===== config.mk =====
export PLATFORM = sky130hd
export DESIGN_NAME = mul_operand_sequencer
export DESIGN_NICKNAME = d
export VERILOG_FILES = /design/src/rtl/mul_operand_sequencer.sv
export SDC_FILE = /design/constraint.sdc
export NUM_CORES = 1
export LEC_CHECK = 0
export CAP_MARGIN = 5
export CORE_MARGIN = 5
export CORE_UTILIZATION = 30
export CTS_BUF_LIST = sky130_fd_sc_hd__clkbuf_4 sky130_fd_sc_hd__clkbuf_8
export DETAILED_ROUTE_END_ITERATION = 10
export GPL_TIMING_DRIVEN = 0
export HOLD_SLACK_MARGIN = 0.03
export PLACE_DENSITY = 0.55
export SYNTH_ARGS = -nofsm -noshare
export SYNTH_HDL_FRONTEND = slang
export SYNTH_SLANG_ARGS = --single-unit

===== constraint.sdc =====
create_clock -name clk -period 3.1 [get_ports clk]
set_clock_uncertainty 0.2 [all_clocks]
set_input_delay 0.62 -clock clk [delete_from_list [all_inputs] [get_ports clk]]
set_output_delay 0.62 -clock clk [all_outputs]
set_load 0.01 [all_outputs]

===== src/rtl/mul_operand_sequencer.sv =====
// Issue stage for the shift-add multiplier: operand FIFO, start/done sequencing, result hold.
// Optional macro MUL_SEQ_ZERO_BYPASS_EN: pairs with a zero operand skip the multiplier.
module mul_operand_sequencer #(
    parameter int unsigned WIDTH = 32,
    parameter int unsigned DEPTH = 4,
    parameter int unsigned CNT_W = 16
) (
    input  logic                     clk,
    input  logic                     rst_n,
    input  logic                     in_valid,
    output logic                     in_ready,
    input  logic [WIDTH-1:0]         in_multiplier,
    input  logic [WIDTH-1:0]         in_multiplicand,
    output logic [WIDTH-1:0]         mul_multiplier,
    output logic [WIDTH-1:0]         mul_multiplicand,
    output logic                     mul_start,
    input  logic                     mul_done,
    input  logic [2*WIDTH-1:0]       mul_product,
    output logic                     out_valid,
    input  logic                     out_ready,
    output logic [2*WIDTH-1:0]       out_product,
    output logic [$clog2(DEPTH):0]   fifo_count,
    output logic                     busy,
    output logic [CNT_W-1:0]         job_count
);

    localparam int unsigned PtrW = $clog2(DEPTH);
    localparam int unsigned CntW = PtrW + 1;
    localparam logic [CntW-1:0] FullCnt = CntW'(DEPTH);

    typedef enum logic [1:0] {StIdle, StIssue, StWait, StHold} state_e;

    state_e             r_state;
    state_e             w_state_nxt;

    logic [WIDTH-1:0]   r_mem_a [DEPTH];
    logic [WIDTH-1:0]   r_mem_b [DEPTH];
    logic [PtrW-1:0]    r_wr_ptr;
    logic [PtrW-1:0]    r_rd_ptr;
    logic [CntW-1:0]    r_count;

    logic [WIDTH-1:0]   r_op_a;
    logic [WIDTH-1:0]   r_op_b;
    logic [2*WIDTH-1:0] r_product;
    logic [CNT_W-1:0]   r_jobs;

    logic               w_push;
    logic               w_pop;
    logic               w_empty;
    logic               w_capture;
    logic               w_zero;

    assign w_empty = (r_count == '0);
    assign w_push  = in_valid && in_ready;

    always_comb begin
        w_state_nxt = r_state;
        w_pop       = 1'b0;
        w_capture   = 1'b0;
        w_zero      = 1'b0;
        unique case (r_state)
            StIdle: begin
                if (!w_empty) begin
                    w_pop       = 1'b1;
                    w_state_nxt = StIssue;
                end
            end
            StIssue: w_state_nxt = StWait;
            StWait: begin
                if (mul_done) begin
                    w_capture   = 1'b1;
                    w_state_nxt = StHold;
                end
            end
            StHold: begin
                if (out_ready) begin
                    if (!w_empty) begin
                        w_pop       = 1'b1;
                        w_state_nxt = StIssue;
                    end else begin
                        w_state_nxt = StIdle;
                    end
                end
            end
            default: w_state_nxt = StIdle;
        endcase
`ifdef MUL_SEQ_ZERO_BYPASS_EN
        // A zero operand gives a zero product; present it directly without a start pulse.
        if (w_pop && ((r_mem_a[r_rd_ptr] == '0) || (r_mem_b[r_rd_ptr] == '0))) begin
            w_zero      = 1'b1;
            w_state_nxt = StHold;
        end
`endif
    end

    // FIFO storage needs no reset; only pointers and count are cleared.
    always_ff @(posedge clk) begin
        if (w_push) begin
            r_mem_a[r_wr_ptr] <= in_multiplier;
            r_mem_b[r_wr_ptr] <= in_multiplicand;
        end
    end

    always_ff @(posedge clk or negedge rst_n) begin
        if (!rst_n) begin
            r_state   <= StIdle;
            r_wr_ptr  <= '0;
            r_rd_ptr  <= '0;
            r_count   <= '0;
            r_op_a    <= '0;
            r_op_b    <= '0;
            r_product <= '0;
            r_jobs    <= '0;
        end else begin
            r_state <= w_state_nxt;
            if (w_push) begin
                r_wr_ptr <= r_wr_ptr + 1'b1;
            end
            if (w_pop) begin
                r_rd_ptr <= r_rd_ptr + 1'b1;
                r_op_a   <= r_mem_a[r_rd_ptr];
                r_op_b   <= r_mem_b[r_rd_ptr];
            end
            case ({w_push, w_pop})
                2'b10:   r_count <= r_count + 1'b1;
                2'b01:   r_count <= r_count - 1'b1;
                default: r_count <= r_count;
            endcase
            if (w_capture) begin
                r_product <= mul_product;
                r_jobs    <= r_jobs + 1'b1;
            end else if (w_zero) begin
                r_product <= '0;
                r_jobs    <= r_jobs + 1'b1;
            end
        end
    end

    assign in_ready         = (r_count != FullCnt);
    assign fifo_count       = r_count;
    assign mul_multiplier   = r_op_a;
    assign mul_multiplicand = r_op_b;
    assign mul_start        = (r_state == StIssue);
    assign out_valid        = (r_state == StHold);
    assign out_product      = r_product;
    assign busy             = (r_state != StIdle) || !w_empty;
    assign job_count        = r_jobs;

endmodule


* Word level (Yosys, flattened, before mapping)
Memory sizes are Yosys's and may differ from the RTL's. A register that Yosys moved wholly into a read port is not among the register bits. Index checks and enable logic that the tools add are counted.
Operators by class: $add $sub $neg 5, eq/ne operators 9, multiplexer cells 13, reductions and logical operators 10
Operators by type and width (count):
- $add A16 B1 Y16 const B | 1
- $pmux W2 S4 | 1
- $mux W1 | 7
- $eq A2 B2 Y1 const B | 3
- $mux W2 | 3
- $pmux W3 S2 | 1
- $add A2 B1 Y2 const B | 2
- $eq A2 B1 Y1 const B | 2
- $ne A2 B2 Y1 const B | 2
- $reduce_bool A2 Y1 | 2
- $add A3 B1 Y3 const B | 1
- $logic_not A1 Y1 | 3
- $logic_not A3 Y1 | 1
- $ne A3 B3 Y1 const B | 1
- $reduce_and A3 Y1 | 1
- $sub A3 B1 Y3 const B | 1
- $logic_not A2 Y1 | 1
- $ne A2 B1 Y1 const B | 1
- $pmux W1 S2 | 1
- $logic_and A1 B1 Y1 | 1
- $logic_or A1 B1 Y1 | 1
Word-level totals: flip-flop bits (word level) 89, bits in writable memories 256, input bits 133, word-level logic and storage cells 45, memories 2
Memories:
- r_mem_a | depth 4, bits a word 32, read ports 1, clocked after Yosys merged registers in 1, write ports 1, line 36 | logic [WIDTH-1:0] r_mem_a [DEPTH];
- r_mem_b | depth 4, bits a word 32, read ports 1, clocked after Yosys merged registers in 1, write ports 1, line 37 | logic [WIDTH-1:0] r_mem_b [DEPTH];

* Longest topological paths before layout
Gate-level depths: netlist of run 1.
depth in word-level cells 6, depth in mapped cells 12

* Worst setup path before layout of run 1
OpenSTA, ideal clock, no wires.
path kind register to register, start register r_count[0] (netlist: fifo_count[0]), end memory r_mem_a[0][0] (enable), library setup time 429 ps, arrival time 2322 ps, data required time 2471 ps, setup slack 149 ps, stages on the path, launching flop included 4, clock period less this slack 2951 ps, cell sequence dfrtp_1 inv_1 nand3_1 and3_1
Between the ends: longest elaborated chain between the ends 4
Ends and longest elaborated chain:
- start: declaration | line 40 | logic [CntW-1:0] r_count;
- start signal: assignment | line 125 | 2'b10: r_count <= r_count + 1'b1;
- start signal: assignment | line 126 | 2'b01: r_count <= r_count - 1'b1;
- start signal: assignment | line 127 | default: r_count <= r_count;
- $ne A3 B3 Y1 | line 139 | assign in_ready = (r_count != FullCnt);
- named net in_ready | line 11 | output logic in_ready,
- $logic_and A1 B1 Y1 | line 54 | assign w_push = in_valid && in_ready;
- $mux W1 | line 98 | if (w_push) begin
- $mux W1 (implied by the code) | line 99 | r_mem_a[r_wr_ptr] <= in_multiplier;
- end: declaration | line 36
The timed path passes the listed nets, and every way through them passes these cells.

* Final worst setup path of run 1
start register r_count[1] (netlist: fifo_count[1]), end output port busy
Between the ends: longest elaborated chain between the ends 3
Ends and longest elaborated chain:
- $logic_not A3 Y1 | line 53 | assign w_empty = (r_count == '0);
- $logic_not A1 Y1 | line 146 | assign busy = (r_state != StIdle) || !w_empty;
- $logic_or A1 B1 Y1 | line 146
- end: declaration | line 23 | output logic busy,
No other way between the ends.

==> results of run 1 <==
## sequential cells by signal (all words and copies together) (netlist names)
name / count
r_state: 2
mul_multiplier: 32
mul_multiplicand: 32
job_count: 16
r_wr_ptr: 2
out_product: 64
fifo_count: 3
r_mem_b: 128
r_rd_ptr: 2
r_mem_a: 128
## layer usage
metal  track usage [%]  part of all wire (%)  vias to the layer above
li1                  -                     -                     3921
met2              20.7                    47                      296
met5                 0                  0.10                        -
met1              16.4                    43                     4237
met3              5.11                   8.3                       72
met4              4.01                   2.2                        6
## placed cells by master, fill, tap and decap left out, types with 2 or more instances in the layout
master,netlist,layout
and2_1,3,3
and3_1,7,3
and3_4,0,4
and4_1,2,2
buf_1,3,3
buf_16,0,5
buf_2,9,9
buf_4,4,4
buf_6,5,6
bufinv_16,0,6
clkbuf_1,15,15
clkbuf_4,0,29
clkbuf_8,0,80
clkdlybuf4s50_1,0,282
clkinv_1,0,5
clkinv_2,0,8
clkinvlp_4,0,3
dfrtp_1,153,153
edfxtp_1,256,256
ha_1,11,11
inv_1,12,12
inv_6,0,2
mux2_2,65,65
mux4_2,64,64
nand2_1,204,204
nand3_1,6,6
nand4_1,3,3
nor2_1,4,4
nor3_1,2,2
nor3_4,0,2
o21ai_0,3,3
xnor2_1,14,14
xor2_1,7,7
## kinds of logic after synthesis
group,share of synthesized area [%]
AOI/OAI and AO/OA,0.254
xor gates and xnor gates,1.20
adders and majority gates,1.03
buffers and inverters,1.60
DFF,75.4
muxes,14.2
and+or+nand+nor,6.28
## layout make-up
cell class | count | share of cell area, %
clock inverters | 25 | 1.42
clock buffers | 109 | 6.35
repair buffers | 291 | 14.5
multi-input cells | 404 | 17.1
well taps | 672 | 4.05
inverters | 12 | 0.217
flip-flops and latches | 409 | 55.5
plain buffers | 35 | 0.940
## report_power, final
part	leakage (nW)	switching, mW	total [mW]	internal (mW)
Sequential	4.22	0.666	8.15	7.49
Clock	0.849	2.22	5.47	3.25
Combinational	2.80	3.18	6.90	3.72
Total	7.86	6.07	20.5	14.5
## worst min path at each step
stage,end
after floorplan,fifo_count[0]
after global placement,out_product[31]
after detailed placement,out_product[62]
after CTS,out_product[55]
after global routing,out_product[61]
final,job_count[15]
## what timing repair did
item / 4_1_cts / 5_1_grt
pin swaps: 1 / 1
setup buffers: 0 / 2
hold buffers: 1 / 0
gates resized for setup: 3 / 0
endpoints found under the hold margin: 58 / 0
setup endpoints to repair: 2 / 1
## stage by stage
step	cell area (µm²)	hold slack [ns]
floorplan	15300	0.124
global placement	18900	0.258
detailed placement	19100	0.261
CTS	20700	0.244
global route	20800	0.271
finish	20800	0.261
==> metrics, run 1 <==
DRT iter0 DRCs 389; gr ovfl total 0; clk slew on worst S/H paths 0.06 ns; Fin. Hold Viols 0; layout cells sized above 1 22.5%; r2r setup slk 0.29 ns; # DRC 0; GPL Wtd Cong 0.792; min-delay src job_count[15]; Starting Density 30.4%; Core Area 50300 µm²; Peak Freq 0.347 GHz; Vias 8532; worst path required time 2.28 ns; vias in the first global route 9211; unrepaired setup endpoints after global routing false; top-count cell post-synth edfxtp_1; #FFs+latches synth 409; Synth Area per Inst 17.7 µm²; final design utilization 41.3%; pwr dens 989 nW/µm²; die width 236 µm; maximum vdd drop 477 µV; Post-Route Setup TNS 0 ns; IO buf count 283; final setup vio count 0; Antenna Nets Post-Route 0; Mapped Area 15300 µm²; worst slew pin tran 0.738 ns; P_leak 7.86 nW; via/cell ratio 4.36; Crit path largest cell delay 0.50 ns; Mapped Cells 861; Critical Path Fanout Max 4; Area Growth Syn to Fin 35.9%; Critical path origin fifo_count[1]; cells along the critical path nor3_4 -> nand2_1 -> clkdlybuf4s50_1; share of Yosys cell area claimed by the top area cell type 50.3%; Worst EP arrival 2.06 ns; clock root cell clkbuf_8; max_slew headroom 50.8%; CTS sink cnt 409; initial antenna violation count 3; Crit-path slowest cell clkdlybuf4s50_1; Ys Warns 0; clk buf depth 3; fin cells 1957; CP endpoint busy; die area 55500 µm²; WP depth 3; distinct cell type count after synthesis 30; CP top delay family simple AND/OR/NAND/NOR gates; total wire length 36200 µm; sequential cell area 11500 µm²; max cap viols 0; Critical R2R Launch r_state[0]; Slew Viols, Final 0; DP Wirelength 23500 µm; cell row count 82; fin worst setup slack 0.216 ns; FF-to-FF path depth 11; min Tclk post-route 2.88 ns; Post-synth EDFFs 256; top_reg_cell synth edfxtp_1; top cells by count, synth edfxtp_1, nand2_1, dfrtp_1; GRT Util Overall 13.0%; run status finished, final reports clean; Yosys top cell by area edfxtp_1; fin nets 1372; Clk Latency, worst-skew pair 0.62 ns; Initial DRT Pass Iterations 4; Setup Slack @ Placement -0.478 ns; CP Buf/Inv Count 1; first-pass GRT wire length 56000 µm; CTS Buf Count 74; routed len/inst 18.5 µm; worst setup path class register to primary output; Synth area leaders edfxtp_1, dfrtp_1, mux4_2, nand2_1, mux2_2; ys async rst share 37.4%; largest net degree at the start of global routing 96; placed cells 1821; count of cells along the worst hold path 1; worst hold path type register to register; Design Power 20.5 mW; r2r endpoint fifo_count[2]; Final Cycle Share 93.0%; sequential area share after synthesis 75.4%; H-tree depth 3; Ports 284; die height 236 µm; crit path launch type register; Crit. End Element primary output; Mapped Nets 1006; Fill cells 4617; # diodes 0; area of the multi-input gates 3540 µm²; TritonCTS clock tree yes
(Power assumes the default switching activity.)
==> run 2: changes to the inputs <==
--- a/config.mk
+++ b/config.mk
@@ -16,3 +16,4 @@
 export SYNTH_ARGS = -nofsm -noshare
 export SYNTH_HDL_FRONTEND = slang
 export SYNTH_SLANG_ARGS = --single-unit
+export TNS_END_PERCENT = 30
==> results of run 2 <==
Same layout as run 1: the final DEF is identical, and so are final timing and power.
==> run 3: changes to the inputs <==
--- a/config.mk
+++ b/config.mk
@@ -13,6 +13,7 @@
 export GPL_TIMING_DRIVEN = 0
 export HOLD_SLACK_MARGIN = 0.03
 export PLACE_DENSITY = 0.55
+export SKIP_LAST_GASP = 1
 export SYNTH_ARGS = -nofsm -noshare
 export SYNTH_HDL_FRONTEND = slang
 export SYNTH_SLANG_ARGS = --single-unit
==> metrics, run 3 (synthesis results as in run 1) <==
run status finished, final reports clean; die area 55500 µm²; Antenna Nets Post-Route 0; min Tclk post-route 2.88 ns; Fin. Hold Viols 0; GPL Wtd Cong 0.792; worst path required time 2.28 ns; Critical Path Fanout Max 4; most common cell after layout, fill and taps aside clkdlybuf4s50_1; sw frac 29.6%; sequential cell area 11500 µm²; unrepaired setup endpoints after global routing false; TritonCTS clock tree yes; H-tree depth 3; CTS Buf Count 74; Final Cycle Share 92.9%; fin worst setup slack 0.219 ns; Worst EP arrival 2.06 ns; Peak Freq 0.347 GHz; crit path launch type register; Clock Power Share 26.7%; Fill cells 4617; most frequent cells in the layout clkdlybuf4s50_1, edfxtp_1, nand2_1, dfrtp_1, clkbuf_8; die width 236 µm; pwr dens 989 nW/µm²; Ports 284; Crit path largest cell delay 0.50 ns; via/cell ratio 4.37; Initial DRT Pass Iterations 4; cells along the critical path nor3_4 -> nand2_1 -> clkdlybuf4s50_1; total wire length 36200 µm; # diodes 0; Clk Latency, worst-skew pair 0.62 ns; GRT Util Overall 13.0%; vias in the first global route 9211; WHS 0.262 ns; Crit. End Element primary output; CP top delay family simple AND/OR/NAND/NOR gates; internal power 14.5 mW; P_leak 7.86 nW; maximum vdd drop 476 µV; IO buf count 283; clk buf depth 3; sw power 6.08 mW; worst hold path type register to register; Crit-path slowest cell clkdlybuf4s50_1; max cap viols 0; Setup Slack @ Placement -0.478 ns; CTS sink cnt 409; clk slew on worst S/H paths 0.06 ns; Slew Viols, Final 0; combinational power share 33.6%; routed len/inst 18.5 µm; Vias 8552; gr ovfl total 0; worst setup path class register to primary output; CP Buf/Inv Count 1; DP Wirelength 23500 µm; fin nets 1372; # DRC 0; clock root cell clkbuf_8; layout cells sized above 1 22.5%; worst slew pin tran 0.792 ns; initial antenna violation count 3; largest net degree at the start of global routing 96; area of the multi-input gates 3540 µm²; max_slew headroom 47.2%; Core Area 50300 µm²; Design Area, Final 20800 µm²; DRT iter0 DRCs 366; Area Growth Syn to Fin 35.9%; die height 236 µm; final setup vio count 0; first-pass GRT wire length 56000 µm; Post-Place Cell Area 19100 µm²; cell row count 82; Seq pwr share 39.7%; Starting Density 30.4%
-- run 3: cell counts in the layout (fill, tap and decap cells not counted) --
No cell type changed its count.
-- run 3: worst register-to-register path: cells and delay by family (launching register included) --
kind,cells,cell delay [ns]
fa+ha+maj,3,0.85
buf+inv,4,0.62
flops,1,0.40
xor+xnor,2,0.31
simple gates,2,0.29
compound gates,1,0.08
-- run 3: worst paths after layout --
check                         startpoint                   end  slack (ns)  cells past startpoint
max in group asynchronous          rst_n  mul_multiplicand[17]        1.40                      3
hold / removal             job_count[15]         job_count[15]        0.26                      1
setup reg to reg              r_state[0]         fifo_count[2]        0.29                     12
min in group asynchronous          rst_n       out_product[26]        0.35                      2
setup / recovery           fifo_count[1]                  busy        0.22                      3
hold reg to reg            job_count[15]         job_count[15]        0.26                      1
-- run 3: layer usage --
| metal | share of wire (%) | GRT usage [%] | up-vias |
|---|---|---|---|
| met2 | 47 | 20.7 | 302 |
| met3 | 7.9 | 5.11 | 72 |
| met4 | 2.2 | 4.01 | 6 |
| met5 | 0.099 | 0 | - |
| li1 | - | - | 3926 |
| met1 | 43 | 16.4 | 4246 |
-- run 3: final cells by class --
class | count | area share, %
multi-input cells | 404 | 17.1
repair buffers | 291 | 14.5
clock buffers | 109 | 6.35
plain buffers | 35 | 0.940
well taps | 672 | 4.05
inverters | 12 | 0.217
flip-flops and latches | 409 | 55.5
clock inverters | 25 | 1.42
-- run 3: power groups by stage --
stage / Sequential [mW] / Clock [mW] / Combinational (mW)
2_1_floorplan: 8.57 / 0 / 3.35
3_3_place_gp: 8.32 / 0 / 6.93
3_5_place_dp: 8.26 / 0 / 7.10
4_1_cts: 8.18 / 5.71 / 7.13
5_1_grt: 8.33 / 5.96 / 7.54
6_report: 8.15 / 5.47 / 6.91
-- run 3: timing repair --
item | 4_1_cts | 5_1_grt
setup buffers | 0 | 2
pin swaps | 0 | 1
gates resized for setup | 2 | 1
endpoints found under the setup margin | 2 | 1
cloned | 0 | 0
hold buffers | 1 | 0
endpoints found under the hold margin | 58 | 0
-- run 3: metrics by stage --
stage | utilization [%] | TNS (ns) | total power, mW | cells
after global placement | 37.7 | -1434.84 | 15.3 | 1816
after floorplan | - | 0 | 11.9 | 861
after detailed placement | 38.0 | -0.758 | 15.4 | 1821
final | 41.3 | 0 | 20.5 | 1957
after CTS | 41.3 | -0.0550 | 21.0 | 1956
after global routing | 41.3 | 0 | 21.8 | 1957
